==> src/rtl/ram_rd_ctrl.sv <==
// Spectrum RAM reader: sweeps ADDR_START..ADDR_END and streams magnitudes with bin index.
// Optional peak tracking is enabled by defining PEAK_SEARCH_EN.
module ram_rd_ctrl #(
    parameter int ADDR_W       = 12,
    parameter int DATA_W       = 16,
    parameter int ADDR_START   = 0,
    parameter int ADDR_END     = 2102,
    parameter int RD_LAT       = 2,
    parameter int PEAK_MIN_BIN = 3
) (
    input  logic              clk,
    input  logic              rst,
    input  logic              start,
    output logic [ADDR_W-1:0] rd_addr,
    output logic              rd_en,
    input  logic [DATA_W-1:0] ram_dout,
    output logic [DATA_W-1:0] dout,
    output logic [ADDR_W-1:0] dout_bin,
    output logic              dout_valid,
    output logic              busy,
    output logic              rd_done,
    output logic [DATA_W-1:0] peak_mag,
    output logic [ADDR_W-1:0] peak_bin
);

    if (ADDR_START < 0 || ADDR_END >= (1 << ADDR_W) || ADDR_START > ADDR_END)
    begin : g_bad_range
        $error("ram_rd_ctrl: ADDR_START/ADDR_END outside ADDR_W range");
    end

    if (RD_LAT < 1 || RD_LAT > 4 || PEAK_MIN_BIN < 0) begin : g_bad_lat
        $error("ram_rd_ctrl: RD_LAT must be 1..4, PEAK_MIN_BIN >= 0");
    end

    localparam logic [ADDR_W-1:0] LP_START = ADDR_W'(ADDR_START);
    localparam logic [ADDR_W-1:0] LP_END   = ADDR_W'(ADDR_END);
    localparam logic [2:0]        LP_LAST  = 3'(RD_LAT - 1);

    typedef enum logic [1:0] {
        S_IDLE,
        S_READ,
        S_DRAIN,
        S_DONE
    } state_t;

    state_t            r_state;
    state_t            w_state_nxt;
    logic              r_start_q;
    logic              w_go;
    logic [ADDR_W-1:0] r_addr;
    logic [ADDR_W-1:0] w_addr_nxt;
    logic              r_en;
    logic              w_en_nxt;
    logic              r_busy;
    logic              w_busy_nxt;
    logic              r_done;
    logic              w_done_nxt;
    logic [2:0]        r_cnt;
    logic [2:0]        w_cnt_nxt;
    logic [RD_LAT-1:0] r_vld_sr;
    logic [ADDR_W-1:0] r_bin_sr [RD_LAT];

    assign w_go = start & ~r_start_q;

    always_comb begin
        w_state_nxt = r_state;
        w_addr_nxt  = r_addr;
        w_en_nxt    = r_en;
        w_busy_nxt  = r_busy;
        w_done_nxt  = r_done;
        w_cnt_nxt   = r_cnt;
        unique case (r_state)
            S_IDLE, S_DONE: begin
                if (w_go) begin
                    w_state_nxt = S_READ;
                    w_addr_nxt  = LP_START;
                    w_en_nxt    = 1'b1;
                    w_busy_nxt  = 1'b1;
                    w_done_nxt  = 1'b0;
                end
            end
            S_READ: begin
                if (r_addr == LP_END) begin
                    w_en_nxt    = 1'b0;
                    w_cnt_nxt   = '0;
                    w_state_nxt = S_DRAIN;
                end else begin
                    w_addr_nxt = r_addr + 1'b1;
                end
            end
            S_DRAIN: begin
                // Wait out the RAM latency so the final word leaves the pipe first
                if (r_cnt == LP_LAST) begin
                    w_busy_nxt  = 1'b0;
                    w_done_nxt  = 1'b1;
                    w_state_nxt = S_DONE;
                end else begin
                    w_cnt_nxt = r_cnt + 1'b1;
                end
            end
            default: begin
                w_state_nxt = S_IDLE;
            end
        endcase
    end

    always_ff @(posedge clk) begin
        if (rst) begin
            r_state   <= S_IDLE;
            r_start_q <= 1'b0;
            r_addr    <= '0;
            r_en      <= 1'b0;
            r_busy    <= 1'b0;
            r_done    <= 1'b0;
            r_cnt     <= '0;
        end else begin
            r_state   <= w_state_nxt;
            r_start_q <= start;
            r_addr    <= w_addr_nxt;
            r_en      <= w_en_nxt;
            r_busy    <= w_busy_nxt;
            r_done    <= w_done_nxt;
            r_cnt     <= w_cnt_nxt;
        end
    end

    always_ff @(posedge clk) begin
        if (rst) begin
            r_vld_sr <= '0;
            for (int i = 0; i < RD_LAT; i++) begin
                r_bin_sr[i] <= '0;
            end
        end else begin
            r_vld_sr[0] <= r_en;
            r_bin_sr[0] <= r_addr;
            for (int i = 1; i < RD_LAT; i++) begin
                r_vld_sr[i] <= r_vld_sr[i-1];
                r_bin_sr[i] <= r_bin_sr[i-1];
            end
        end
    end

    assign rd_addr    = r_addr;
    assign rd_en      = r_en;
    assign busy       = r_busy;
    assign rd_done    = r_done;
    assign dout_valid = r_vld_sr[RD_LAT-1];
    assign dout_bin   = r_bin_sr[RD_LAT-1];
    // Gate data so stale RAM output never shows outside a valid word
    assign dout       = dout_valid ? ram_dout : '0;

`ifdef PEAK_SEARCH_EN
    localparam logic [ADDR_W-1:0] LP_MIN = ADDR_W'(PEAK_MIN_BIN);

    logic              w_launch;
    logic              r_first;
    logic [DATA_W-1:0] r_pk_mag;
    logic [ADDR_W-1:0] r_pk_bin;
    logic [DATA_W-1:0] w_base_mag;
    logic [ADDR_W-1:0] w_base_bin;
    logic              w_take;

    assign w_launch = w_go && (r_state == S_IDLE || r_state == S_DONE);

    always_comb begin
        w_base_mag = r_first ? '0 : r_pk_mag;
        w_base_bin = r_first ? '0 : r_pk_bin;
        w_take     = dout_valid && (dout_bin >= LP_MIN) && (dout > w_base_mag);
    end

    always_ff @(posedge clk) begin
        if (rst) begin
            r_first  <= 1'b0;
            r_pk_mag <= '0;
            r_pk_bin <= '0;
        end else begin
            if (w_launch) begin
                r_first <= 1'b1;
            end
            if (dout_valid) begin
                r_first  <= 1'b0;
                r_pk_mag <= w_take ? dout : w_base_mag;
                r_pk_bin <= w_take ? dout_bin : w_base_bin;
            end
        end
    end

    assign peak_mag = r_pk_mag;
    assign peak_bin = r_pk_bin;
`else
    assign peak_mag = '0;
    assign peak_bin = '0;
`endif

endmodule
==> config.mk <==
export PLATFORM = sky130hd
export DESIGN_NAME = ram_rd_ctrl
export DESIGN_NICKNAME = d
export VERILOG_FILES = /design/src/rtl/ram_rd_ctrl.sv
export SDC_FILE = /design/constraint.sdc
export NUM_CORES = 1
export LEC_CHECK = 0
export BUFFER_PORTS_ARGS = -buffer_cell sky130_fd_sc_hd__buf_2
export CORE_UTILIZATION = 48
export DETAILED_ROUTE_END_ITERATION = 10
export PLACE_DENSITY = 0.77
export REMOVE_ABC_BUFFERS = 1
export SYNTH_ARGS = -nofsm -noshare
export SYNTH_HDL_FRONTEND = slang
export SYNTH_SLANG_ARGS = --single-unit
==> constraint.sdc <==
create_clock -name clk -period 2.3 [get_ports clk]
set_input_delay 0 -clock clk [delete_from_list [all_inputs] [get_ports clk]]
set_output_delay 0 -clock clk [all_outputs]
set_load 0.01 [all_outputs]
# [Yosys cells after proc, flatten, opt, wreduce, memory -nomap -nowiden]
# Memories as Yosys holds them, arrays and structs flattened.
# Index checks and enable logic that the tools add are counted.
[word_totals] ram_bits=24 latchBits=0 romBits=0 n_memories=1 reg_bits=23 out_inout_bits=72
[classes] multipliers=0 div_mod_pow=0 add_sub_neg=2 magnitude_cmp=0 eq_ne=10 muxes=24 bitwise_logic=4 shifts=0 n_reduce_logical=10
[memory_table] name="r_bin_sr" depth=2 word_bits=12 read_ports=2 rd_ports_with_merged_regs=0 wr=2 line="61" text="logic [ADDR_W-1:0] r_bin_sr [RD_LAT];"
[op_table] op="$mux 12" count=4
[op_table] op="$pmux 12 s2" count=1
[op_table] op="$mux 16" count=1
[op_table] op="$reduce_and 3->1" count=5
[op_table] op="$add 12x1->12 const B" count=1
[op_table] op="$eq 12x12->1 const B" count=1
[op_table] op="$ne 2x2->1 const B" count=5
[op_table] op="$mux 1" count=8
[op_table] op="$mux 2" count=3
[op_table] op="$mux 3" count=2
[op_table] op="$pmux 1 s2" count=3
[op_table] op="$pmux 2 s3" count=1
[op_table] op="$pmux 3 s2" count=1
[op_table] op="$reduce_bool 2->1" count=3
[op_table] op="$eq 2x2->1 const B" count=2
[op_table] op="$add 3x1->3 const B" count=1
[op_table] op="$eq 3x1->1 const B" count=1
[op_table] op="$eq 2x1->1 const B" count=1
[op_table] op="$logic_not 2->1" count=1
[op_table] op="$or 1x1->1" count=2
[op_table] op="$reduce_or 2->1" count=1
[op_table] op="$and 1x1->1" count=1
[op_table] op="$not 1->1" count=1

# [Depth between registers and ports, before layout]
# Gate-level depths: netlist of the first run.
[depth] ltp_word=4 depth_mapped=7 depth_no_buf=6

# [Least setup slack after synthesis of the first run]
# OpenSTA, ideal clock, no wires.
[synth_timing] path_type="flip-flop to flip-flop" from="register r_state[0]" to="register r_addr[5] (netlist: rd_addr[5])" stages_incl_launch_ff=8 synth_period_minus_slack_ps=2040 t_required_ps=2214 arrival_ps=1954 path_slack_ps=260 cell_sequence="dfxtp_1 > inv_1 > ha_1 > nand2b_1 > and2_1 > clkbuf_1 > or4b_1 > a221oi_2"
[synth_between] elab_chain_len=4
[synth_rtl] element="from (decl)" line="46" text="state_t r_state;"
[synth_rtl] element="from (signal assigned)" line="117" text="r_state <= w_state_nxt;"
[synth_rtl] element="$eq 2x2->1 / $logic_not 2->1 (equally long branches)" line="72" text="unique case (r_state)"
[synth_rtl] element="$reduce_or 2->1" line="72"
[synth_rtl] element="$ne 2x2->1 (no line) / $reduce_bool 2->1 (equally long branches)"
[synth_rtl] element="$reduce_and 3->1 (no line)"
[synth_rtl] element="to (signal assigned)" line="119" text="r_addr <= w_addr_nxt;"
[synth_rtl] element="to (decl)" line="50" text="logic [ADDR_W-1:0] r_addr;"
# Several ways; a longest one is shown, not always the timed one.
# A chain may end at the register's enable or synchronous reset.

# [Worst setup path after layout of the first run]
# Same ends and word-level chain as after synthesis.

==> flow_summary.toml, run 1 <==
[final_layout]
syn_to_final_growth_pct = 12.0
drive_gt1_frac = 0.256
multi_input_area_sq_mm = 0.00111
regArea_sq_um = 941
antennaDiodeCount = 0
n_fill_cell = 412
nNetsFinal = 330

[detailed_routing]
initialDrtViolationCount = 97
wl_per_cell_microns = 12.2
ant_nets = 0
drc_errors = 0
detail_route.wirelength_mm = 4.37
firstDrtPassIters = 4
route.vias.total = 1836
vias_per_cell = 5.14

[sta]
worst_hold_slack_ns = 0.109
fin_skew_ns = 0.00966
final-hold-violation-count = 0
fmax_mhz = 479
post-route-period-util = 0.907
layout_min_cycle_time_ns = 2.09
setup_viol = 0
maxSlewViolCount = 0
fin_setup_tns_ns = 0
rsz0062_at_grt = "no"

[grt]
first_global_vias = 1525
grt_usage = 0.176
grt_max_degree = 27
grt_pass1_wl_mm = 6.93
grt_antenna_before_repair = 0
overflow = 0

[critical_path]
reg2reg_depth = 6
path_max_fanout = 8
crit_path_end_kind = "register"
startpoint_type = "register"
arrival_ns = 2.31
critPathKind = "register to register"
required_ns = 2.52

[min_path]
whs_path_depth = 2
hold_path_class = "input pin to register"

[cts]
tritoncts = "built"
clk_latency_ns = 0.31
cts_max_level = 2
post-cts-setup-buffers = 0
clk_path_buf_depth = 2
cts_root_buffer = "clkbuf_8"
cts_buffers = 5
cts.sinks = 47
clk_pin_slew_worst_paths_ns = 0.09

[floorplanning]
rows = 24
coreArea_sq_mm = 0.00450
initial_utilization = 0.515
ios = 91
fp.dieH_microns = 71.5
die-area_sq_mm = 0.00512
die_x_microns = 71.5

[logic_synthesis]
ys_types = 48
synth_top_area_frac = 0.406
synth_cells = 255
ys.flop_type = "dfxtp_1"
synth_seq_cells = 47
avgSynthCellArea_sq_um = 9.10
syn-cell-area_sq_mm = 0.00232
synth_edf_count = 0
yosysSeqAreaShare = 0.406
synth_top_cell_by_area = "dfxtp_1"
async_reset_ff_frac = 0
synth.area.top_cells = "dfxtp_1, buf_4, nor2b_1, and2_1, ha_1"
yosys_warnings = 0

[placement]
place_hpwl_mm = 3.29
port_buffers = 62
gp_congestion = 0.855

[power]
p_leak_uw = 0.00119
power.density_mw_per_mm2 = 792
vdd_drop_max_uv = 477

[run_status]
status = "complete, no violations"

[job]
max_cap_viol_count = 0
## worst max-delay path, cell delays in order (launching register included)
cell	delay, ns
dfxtp_1	0.39
inv_1	0.06
ha_2	0.33
nand2b_1	0.18
and2_1	0.25
or4b_1	0.55
a221oi_2	0.23
## synth_stat cells, types with 3 or more instances
cell and instances:
nand4_1 3, a31oi_1 3, nand2_1 7, and2_1 19, buf_4 40, nor2_1 13, nand3_1 7, nor2b_1 22
a311oi_1 4, o21ai_0 7, nor3_1 3, dfxtp_1 47, clkbuf_1 8, a21oi_1 12, ha_1 7, nand2b_1 3
inv_1 11
## state kept, by name, indices dropped and copies added (netlist names)
| register | cells |
|---|---|
| rd_addr | 12 |
| r_cnt | 3 |
| busy | 1 |
| r_vld_sr | 2 |
| rd_done | 1 |
| r_start_q | 1 |
| r_bin_sr | 24 |
| r_state | 2 |
| rd_en | 1 |
## per-layer routing
metal	GRT usage	vias up	share of wire
met2	0.303	98	0.48
met5	0	-	0
met3	0.0380	7	0.082
li1	-	906	-
met4	0.0719	0	0.010
met1	0.213	825	0.42
## per-stage QoR
step           power (uW)  setup slack (ns)  cells   util  instance area [sq um]
2_1_floorplan        1290             0.340    233      -                   2090
3_3_place_gp         1440             0.254    348  0.548                   2470
3_5_place_dp         1450             0.185    348  0.548                   2470
4_1_cts              2060             0.152    357  0.576                   2590
5_1_grt              2170            0.0657    357  0.577                   2600
6_report             2060             0.214    357  0.577                   2600
## what timing repair did
item,in CTS,in global routing
setup endpoints to repair,0,1
hold endpoints to repair,1,0
hold buffers,1,0
gates resized for setup,0,1
## kinds of logic (layout without fill, tap and decap cells)
| family | Yosys count | count (layout) | share of synthesized area |
|---|---|---|---|
| muxes | 2 | 2 | 0.00917 |
| other | 1 | 28 | 0.00162 |
| xor gates and xnor gates | 1 | 1 | 0.00378 |
| AOI/OAI and AO/OA | 42 | 42 | 0.129 |
| DFF | 47 | 47 | 0.406 |
| buffers and inverters | 60 | 83 | 0.162 |
| adders and majority gates | 7 | 7 | 0.0378 |
| and+or+nand+nor | 95 | 95 | 0.251 |
## report_power, final
part           internal [uW]  switching, uW
sequential               870           42.8
combinational            201            331
clock                    327            284
## area by class of cell
type                            count  area share
Tap cell                           52      0.0250
Timing Repair Buffer               64       0.126
Clock inverter                      3      0.0178
Inverter                           11      0.0159
Multi-Input combinational cell    175       0.426
Clock buffer                        5      0.0265
Sequential cell                    47       0.362
## path summary, 6_finish.rpt
path / start / end / slack [ns]
max: r_state[0] / rd_addr[5] / 0.21
min: rst / r_bin_sr[0][5] / 0.11
max reg2reg: r_state[0] / rd_addr[5] / 0.21
min reg2reg: r_bin_sr[0][10] / r_bin_sr[0][22] / 0.44
## layout by cell type, fill, tap and decap left out, types with 7 or more instances in the layout
cell and count:
o21ai_0 7, nand3_1 7, buf_2 62, nor2b_1 22, nand2_1 7, dfxtp_1 47
and2_1 19, inv_1 11, nor2_1 13, conb_1 28, a21oi_1 12
No activity file was read; power rests on OpenSTA's default activity.
==> run 2: changes to the inputs <==
Settings changed: CORE_UTILIZATION 48 to 25, PLACE_DENSITY 0.77 to 0.45.
==> run 2 against run 1 <==
Net effect: the flow now finishes with violations (design-rule violations); maximum frequency shrank 3.0%; register-to-register slack lost 0.06 ns; worst hold slack gained 0.069 ns; cell area grew 2.8%; sequential power is essentially flat; sequential cell count is the same; critical path type unchanged; combinational power grew 2%; cell count grew 17%.
==> flow_summary.toml, run 2 (synthesis gave the netlist of run 1 again) <==
[run_status]
violations = "design-rule violations"
status = "finished, violations left"

[min_path]
hold_path_class = "input pin to register"

[cts]
cts.sinks = 47
clk_path_buf_depth = 2
clk_latency_ns = 0.31
cts_max_level = 2
ctsResizeCount = 0
cts_root_buffer = "clkbuf_8"
clk_pin_slew_worst_paths_ns = 0.09
cts_buffers = 5
tritoncts = "built"

[detailed_routing]
initialDrtViolationCount = 102
detail_route.wirelength_mm = 4.83
ant_nets = 0
route.vias.total = 1816
drc_errors = 16
wl_per_cell_microns = 11.6
vias_per_cell = 4.37
firstDrtPassIters = 10

[floorplanning]
rows = 34
ios = 91
initial_utilization = 0.262
coreArea_sq_mm = 0.00885
fp.dieH_microns = 98.3
die_x_microns = 98.3
die-area_sq_mm = 0.00967

[grt]
grt_antenna_before_repair = 0
grt_max_degree = 31
met2_usage = 0.161
gr-usage-met1 = 0.136
overflow = 0
first_global_vias = 1654
grt-busiest-layer = "met2"
groute.layer.met3.usage = 0.0272
grt_pass1_wl_mm = 7.93
grt_usage = 0.103

[sta]
maxSlewViolCount = 0
setup_viol = 0
max-slew-margin-rel = 0.617
layout_min_cycle_time_ns = 2.15
worst_pin_slew_ns = 0.575
fin_skew_ns = 0.00490
rsz0062_at_grt = "no"
fmax_mhz = 465
fin_setup_tns_ns = 0
post-route-period-util = 0.935
final-hold-violation-count = 0

[critical_path]
arrival_ns = 2.38
required_ns = 2.53
crit_buf_inv = 1
crit_path_end_kind = "register"
crit_chain = "inv_1 > ha_1 > nand2b_1 > and2_1 > or4b_1 > a221oi_2"
path_max_fanout = 8
startpoint_type = "register"
slowest_delay_ns = 0.56
crit_slowest_cell = "or4b_1"
critPathKind = "register to register"
worst_path_dominant_cell_family = "simple AND/OR/NAND/NOR gates"

[placement]
port_buffers = 62
place_hpwl_mm = 3.58
gp_congestion = 0.770

[power]
power.density_mw_per_mm2 = 747
total_power_uw = 1990
combPwrFrac = 0.273
p_clk_frac = 0.270
seqPwrFrac = 0.458
p_int_uw = 1320
p_leak_uw = 0.00120
p_switching_uw = 675
p_sw_frac = 0.338
vdd_drop_max_uv = 263

[final_layout]
antennaDiodeCount = 0
largest_reg_flops = 24
nNetsFinal = 333
final_common_cell = "buf_2"
top_register = "r_bin_sr"
final_cell_mix = "buf_2, dfxtp_1, conb_1, nor2b_1, and2_1"
utilization = 0.302
n_fill_cell = 958
drive_gt1_frac = 0.260
syn_to_final_growth_pct = 15.2

[job]
max_cap_viol_count = 0
run 2: changes by cell type in the layout (fill, tap and decap cells not counted), sizes merged:
cell	delta
buf	+3
bufinv	-1
clkbuf	+1
clkinv	+1
inv	-1
run 2: power groups by stage:
stage / sequential, uW / combinational, uW / clock, uW
global placement: 931 / 539 / 0
global route: 923 / 615 / 590
finish: 913 / 544 / 538
CTS: 914 / 546 / 559
floorplan: 938 / 355 / 0
detailed placement: 933 / 543 / 0
run 2: final timing paths:
| kind | startpoint | endpoint | slack [ns] | cells past startpoint |
|---|---|---|---|---|
| max | r_state[0] | rd_addr[5] | 0.15 | 6 |
| min | rst | r_bin_sr[0][19] | 0.18 | 2 |
| max reg2reg | r_state[0] | rd_addr[5] | 0.15 | 6 |
| min reg2reg | r_bin_sr[0][9] | r_bin_sr[0][21] | 0.44 | 1 |
run 2: per-layer routing:
metal	vias to the layer above	share of wire
met2	81	0.43
met1	819	0.48
met3	5	0.080
met4	0	0.010
met5	-	0
li1	911	-
run 2: per-stage QoR:
stage	hold WS (ns)	cell area [sq um]	setup WS [ns]	cells
after CTS	0.181	2670	0.138	416
final	0.178	2670	0.149	416
after floorplan	0.0662	2090	0.340	233
after global routing	0.200	2670	0.0149	416
after detailed placement	0.269	2560	0.167	407
after global placement	0.262	2560	0.225	407
run 2: area by class of cell:
| type | count | area [sq um] | share of cell area |
|---|---|---|---|
| well taps | 108 | 135 | 0.0506 |
| multi-input cells | 175 | 1100 | 0.414 |
| clock buffers | 6 | 82.6 | 0.0309 |
| clock inverters | 2 | 16.3 | 0.00609 |
| repair buffers | 67 | 350 | 0.131 |
| flip-flops and latches | 47 | 941 | 0.352 |
| inverters | 11 | 41.3 | 0.0155 |
run 2: repair_timing:
action | CTS | global route
endpoints found under the hold margin | 1 | 0
hold buffers | 1 | 0
buffers inserted | 0 | 0
==> run 3: changes to the inputs <==
Settings changed: BUFFER_PORTS_ARGS -buffer_cell sky130_fd_sc_hd__buf_2 to -buffer_cell sky130_fd_sc_hd__buf_4.
==> run 3 against run 2 <==
Net effect: clock power up 20%; critical path depth stayed put; the run still ends with design-rule violations left; routed wire length is 1.5% higher; via count grew 0.72%; worst setup slack better by 0.0032 ns; die area unchanged.
==> flow_summary.toml, run 3 (synthesis gave the netlist of run 1 again) <==
[final_layout]
nNetsFinal = 332
drive_gt1_frac = 0.257
syn_to_final_growth_pct = 22.5
antennaDiodeCount = 0
top_register = "r_bin_sr"
final_cell_mix = "buf_4, dfxtp_1, conb_1, nor2b_1, and2_1"
final_common_cell = "buf_4"
design_area_sq_mm = 0.00284
largest_reg_flops = 24

[placement]
port_buffers = 62
place_hpwl_mm = 3.60
postPlaceCellArea_sq_mm = 0.00271
gp_congestion = 0.756
dpl_worst_slack_ns = 0.180

[grt]
grt_antenna_before_repair = 0
grt_pass1_wl_mm = 7.97
overflow = 0
grt_max_degree = 43
first_global_vias = 1581
grt_usage = 0.103

[detailed_routing]
initialDrtViolationCount = 83
top_layer = "met4"
detail_route.wirelength_mm = 4.90
firstDrtPassIters = 9
wl_per_cell_microns = 11.8
wl_met2_mm = 2.13
wl_met3_microns = 394
ant_nets = 0
drt-met1-wl_mm = 2.33
drc_errors = 15
route.vias.total = 1829
vias_per_cell = 4.41

[cts]
cts_root_buffer = "clkbuf_8"
tritoncts = "built"
cts.sinks = 47
cts_max_level = 2
ctsResizeCount = 0
cts_hold_buf = 1
post-cts-setup-buffers = 0
clk_latency_ns = 0.30
cts_buffers = 5
clk_path_buf_depth = 2
clk_pin_slew_worst_paths_ns = 0.09

[critical_path]
reg2reg_depth = 6
cp-startpoint = "r_state[0]"
crit_cells = 6
crit_chain = "inv_1 > ha_1 > nand2b_1 > and2_1 > or4b_1 > a221oi_2"
crit_buf_inv = 1
required_ns = 2.52
critPathCapture = "rd_addr[5]"
critPathKind = "register to register"
r2r_slack_ns = 0.15
path_max_fanout = 8
crit_path_end_kind = "register"
worstReg2RegStart = "r_state[0]"
arrival_ns = 2.37
worst_path_dominant_cell_family = "simple AND/OR/NAND/NOR gates"
startpoint_type = "register"
crit_slowest_cell = "or4b_1"
timing.rr.end = "rd_addr[5]"
slowest_delay_ns = 0.56

[floorplanning]
initial_utilization = 0.262
die-area_sq_mm = 0.00967
fp.dieH_microns = 98.3
die_x_microns = 98.3
rows = 34
coreArea_sq_mm = 0.00885
ios = 91

[sta]
post-route-period-util = 0.934
worst_slack_ns = 0.152
maxSlewViolCount = 0
fmax_mhz = 466
final-hold-violation-count = 0
rsz0062_at_grt = "no"
layout_min_cycle_time_ns = 2.15
fin_setup_tns_ns = 0
setup_viol = 0
fin_skew_ns = 0.00535

[job]
max_cap_viol_count = 0

[power]
power.density_mw_per_mm2 = 757
p_leak_uw = 0.00122
vdd_drop_max_uv = 266

[run_status]
violations = "design-rule violations"
status = "finished, violations left"

[min_path]
hold_path_class = "input pin to register"
## run 3: worst min-delay path by stage
stage / end / cells past startpoint / slack (ns) / start
2_1_floorplan: rd_addr[5] / 1 / 0.07 / rst
3_3_place_gp: r_start_q / 2 / 0.24 / start
3_5_place_dp: r_start_q / 2 / 0.25 / start
4_1_cts: r_bin_sr[0][5] / 2 / 0.11 / rst
5_1_grt: r_bin_sr[0][2] / 2 / 0.13 / rst
6_report: r_bin_sr[0][5] / 2 / 0.12 / rst
## run 3: metrics by stage
| step | cells | utilization | hold WS, ns | total power [uW] |
|---|---|---|---|---|
| floorplan | 233 | - | 0.0662 | 1290 |
| global placement | 406 | 0.306 | 0.243 | 1520 |
| detailed placement | 406 | 0.306 | 0.249 | 1530 |
| CTS | 415 | 0.321 | 0.108 | 2180 |
| global route | 415 | 0.321 | 0.127 | 2290 |
| finish | 415 | 0.321 | 0.116 | 2150 |
## run 3: per-layer routing
layer,GRT usage,up-vias
met1,0.136,832
met4,0.0310,0
met5,0,-
met2,0.165,80
li1,-,912
met3,0.0272,5
## run 3: power by group
group          internal (uW)  total (uW)  switching (uW)  leakage (uW)
logic                    245         592             347      0.000782
registers                870         915            45.0      0.000380
clock network            358         644             287     0.0000618
total                   1470        2150             679       0.00122
## run 3: cell type report
cell class	count	area [sq um]
repair buffers	66	498
well taps	108	135
clock inverters	2	38.8
fillers	934	6010
clock buffers	6	82.6
inverters	11	41.3
multi-input cells	175	1100
flip-flops and latches	47	941
